--- config.mk ---
export PLATFORM = sky130hd
export DESIGN_NAME = mux4_behav
export DESIGN_NICKNAME = d
export VERILOG_FILES = /design/src/rtl/mux4_pkg.sv /design/src/rtl/mux4_comb.sv /design/src/rtl/mux4_behav.sv
export SDC_FILE = /design/constraint.sdc
export NUM_CORES = 1
export LEC_CHECK = 0
export CAP_MARGIN = 10
export CORE_AREA = 2 2 39 41
export CTS_CLUSTER_DIAMETER = 120
export DETAILED_ROUTE_END_ITERATION = 6
export DIE_AREA = 0 0 41 43
export PLACE_DENSITY = 0.44
export SLEW_MARGIN = 15
export SYNTH_ARGS = -nofsm -noshare
export SYNTH_HDL_FRONTEND = slang
export SYNTH_SLANG_ARGS = --single-unit
--- constraint.sdc ---
create_clock -name clk -period 1.01 [get_ports clk]
set_input_delay 0.202 -clock clk [delete_from_list [all_inputs] [get_ports clk]]
set_output_delay 0.202 -clock clk [all_outputs]
set_load 0.02 [all_outputs]
--- src/rtl/mux4_pkg.sv ---
// mux4_pkg: select codes and select type shared by the mux4 blocks
package mux4_pkg;
    localparam logic [1:0] SEL_D0 = 2'b00;
    localparam logic [1:0] SEL_D1 = 2'b01;
    localparam logic [1:0] SEL_D2 = 2'b10;
    localparam logic [1:0] SEL_D3 = 2'b11;
    typedef logic [1:0] sel_t;
endpackage

--- src/rtl/mux4_comb.sv ---
// mux4_comb: purely combinational 4:1 selector; unknown select propagates X
module mux4_comb
    import mux4_pkg::*;
#(
    parameter int WIDTH = 1
) (
    input  logic [WIDTH-1:0] d0,
    input  logic [WIDTH-1:0] d1,
    input  logic [WIDTH-1:0] d2,
    input  logic [WIDTH-1:0] d3,
    input  sel_t             sel,
    output logic [WIDTH-1:0] y
);
    // case rather than nested ternaries so an X/Z select yields X instead of a merge
    always_comb begin
        case (sel)
            SEL_D0:  y = d0;
            SEL_D1:  y = d1;
            SEL_D2:  y = d2;
            SEL_D3:  y = d3;
            default: y = {WIDTH{1'bx}};
        endcase
    end
endmodule

--- src/rtl/mux4_behav.sv ---
// mux4_behav: 4:1 selector with one-hot select decode and an enabled, async-reset output register
module mux4_behav
    import mux4_pkg::*;
#(
    parameter int WIDTH = 1
) (
    input  logic             clk,
    input  logic             rst,
    input  logic [WIDTH-1:0] d0,
    input  logic [WIDTH-1:0] d1,
    input  logic [WIDTH-1:0] d2,
    input  logic [WIDTH-1:0] d3,
    input  sel_t             sel,
    input  logic             en,
    output logic [WIDTH-1:0] y,
    output logic [WIDTH-1:0] y_q,
    output logic             y_vld,
    output logic [3:0]       sel_oh
);
    logic [WIDTH-1:0] y_d;
    logic             vld_d;
    logic             vld_q;
    mux4_comb #(.WIDTH(WIDTH)) u_comb (
        .d0  (d0),
        .d1  (d1),
        .d2  (d2),
        .d3  (d3),
        .sel (sel),
        .y   (y)
    );
    assign sel_oh = 4'b0001 << sel;
    assign y_vld  = vld_q;
    always_comb begin
        y_d   = en ? y : y_q;
        vld_d = en | vld_q;
    end
    always_ff @(posedge clk or posedge rst) begin
        if (rst) begin
            y_q   <= '0;
            vld_q <= 1'b0;
        end else begin
            y_q   <= y_d;
            vld_q <= vld_d;
        end
    end
endmodule

==> key figures <==
Run status
  – Outcome: finished with violations
  – Failing checks: negative setup slack

Timing
  – Worst-Margin Slew: approximately 0.17 ns
  – Ratio of final minimum period to clock period: 107%
  – Final setup fails: 1
  – Final worst-path setup slack: -0.0692 ns
  – Final Skew: 0 ns
  – Final hold violations: 0
  – RSZ-0062 raised after global routing: yes
  – Worst relative slew slack: between 80% and 90%
  – Fmax: roughly 0.93 GHz
  – Fin crit period: around 1.1 ns
  – Sum Neg Setup Slack: -0.0692 ns
  – Max-slew violation count: 0

Synthesis
  – Commonest cells post-synth: 2 x dfrtp_1, 2 x inv_1, 2 x nor2_1
  – Synth top area cells: dfrtp_1 35%, mux2_4 11%, mux2i_1 7.1%
  – Synthesized instance count: 16
  – Synth Register Bits: 2
  – Post-Syn Area: 141 sq um
  – Synth area leader: dfrtp_1
  – Synth Area in Compound Gates: 9.73%
  – Top cell type's share of synthesized area: 35.4%
  – Syn_nets: 25
  – Dominant synthesized flop cell: dfrtp_1
  – Syn avg cell area: 8.84 sq um
  – Synth Area in Adders: 0%
  – Largest family of logic cells by synthesized area: simple AND/OR/NAND/NOR gates
  – Multiplexer share of the synthesized area: between 10% and 20%
  – Number of distinct library cells after synthesis: 13
  – Post-synth ARST share: 100%
  – Yosys warnings: 0
  – Xor and xnor area share after synthesis: 0%
  – EDFF count, synth: 0
  – Synth Area in Simple Gates: between 30% and 40%
  – Seq/Total Area, Yosys: between 30% and 40%

Hold path
  – Hold/Removal Path Class: primary input to asynchronous set/reset pin

Power and ir drop
  – Peak supply drop: around 0.3 mV
  – Static Leak: between 0.15 and 0.2 nW
  – Power per cell area: roughly 1200 nW/um^2
  – Power Total: between 0.0003 and 0.0004 W

Global route
  – Total GRT Usage: approximately 8.4%
  – First-pass GRT wire length: about 870 um
  – Pin count of the biggest net entering global routing: 9
  – Antenna violations before repair: 0
  – GRT overflow: 0
  – Vias in the first global route: roughly 190

Clocking
  – Clock tree sinks: 2
  – CTS clk-pin slew, worst paths: ~0.03 ns
  – Num CTS Buffers: 3
  – Post-CTS Hold Buffers: 0
  – Clk_lat worst skew: 0.22 ns
  – Root Driver: clkbuf_4
  – CTS tree: done
  – CTS H-Tree Depth: 1
  – Clock buffer depth: 2

Routing
  – DR pass1 iterations: 2
  – Post-route ant nets: 0
  – Vias: 198
  – Vias per cell: between 3 and 4
  – Final wirelength: roughly 480 um
  – DR iter-0 viols: 1
  – # DRC: 0
  – Drt wl/cell: slightly below 9 um

Die
  – Die height: 43 um
  – Initial Util: between 10% and 20%
  – Core ar.: between 1000 and 1500 sq um
  – Die Area: roughly 1800 sq um
  – Die X: around 40 um
  – Site Rows: 14
  – Top Ports: 16

Critical path
  – Critical Path Sink Type: primary output
  – Critical Path RT: roughly 0.81 ns
  – Crit. Startpoint: sel[0]
  – Crit path DAT: 0.88 ns
  – Crit-path max cell delay: 0.30 ns
  – Worst path bufs/invs: 2
  – CP Class: primary input to primary output
  – Critical-path maximum fanout: 2
  – Cells along the critical path: buf_6 -> mux2_4 -> nor2_2 -> a21oi_1 -> buf_4
  – Worst Setup Start Kind: primary input
  – RR Startpoint: y_vld
  – Delay-heaviest family, CP: multiplexers
  – Slowest stage cell, crit path: mux2_4

Place
  – Pre-CTS setup slack: -0.921 ns
  – Buffers added on ports: 15
  – Gpl congestion: between 0.6 and 0.7
  – Post-Place Cells: between 40 and 50
  – Hpwl dp: 358 um

Finish
  – Final net count: 49
  – End-of-flow core utilization: about a quarter
  – Antenna cell count: 0
  – Fin cells: 54
  – Fraction of layout cells with a size suffix above 1: 57.9%
  – Area grow syn2layout: 135%

Run
  – Max-cap violations: 0
## kinds of logic after synthesis
logic type      Yosys count
simple gates              8
compound gates            2
mux                       2
flops                     2
buf+inv                   2
## report_power, final
part           internal [W]  total [W]  switching, W
Sequential        0.0000858  0.0000888    0.00000300
Combinational     0.0000671   0.000125     0.0000574
Clock              0.000131   0.000178     0.0000468
## layout make-up
cell class	instances	area [sq um]
repair buffers	19	141
inverters	2	7.51
clock buffers	3	22.5
well taps	16	20.0
flip-flops and latches	2	50.0
multi-input cells	12	90.1
fillers	163	1050
## state kept, by name (all words and copies together) (netlist names)
register,count
y_q,1
y_vld,1
## path summary, 6_finish.rpt
kind	to	slack, ns	cells past startpoint
worst max-delay path	y	-0.07	5
worst min-delay path	y_q	0.15	2
worst max register to register	y_vld	0.26	1
worst min register to register	y_vld	0.46	1
max in group asynchronous	y_vld	0.75	2
min in group clk	y_q	0.37	4
## cells in the final DEF, fill, tap and decap left out
master,n
buf_2,8
buf_4,4
clkbuf_4,3
inv_1,2
dlygate4sd2_1,2
clkdlybuf4s50_1,2
buf_6,2
dfrtp_1,2
mux2i_2,1
mux2_4,1
nor2_2,1
a21oi_1,1
nand2_1,1
nand3b_1,1
o221ai_1,1
and2b_1,1
nor2b_1,1
nor2_1,1
or2_2,1
and2_1,1
clkdlybuf4s15_2,1
## routing by layer
layer | share of wire (%) | up-vias | global-route usage (%)
met5 | 0 | - | 0
met4 | 0 | 0 | 8.00
met3 | 17 | 0 | 7.85
met2 | 35 | 16 | 8.44
met1 | 47 | 82 | 9.65
li1 | - | 100 | -
## metrics by stage
step | hold slack [ns] | instance area [sq um]
6_report | 0.153 | 332
5_1_grt | 0.149 | 332
4_1_cts | 0.146 | 329
3_5_place_dp | 0.382 | 319
3_3_place_gp | 0.372 | 319
2_1_floorplan | -0.0568 | 141
## timing repair
item | 4_1_cts | 5_1_grt
resized for setup | 47 | 1
pin swaps | 2 | 1
buffers inserted | 3 | 0
endpoints found under the setup margin | 8 | 1
(Power assumes the default switching activity.)
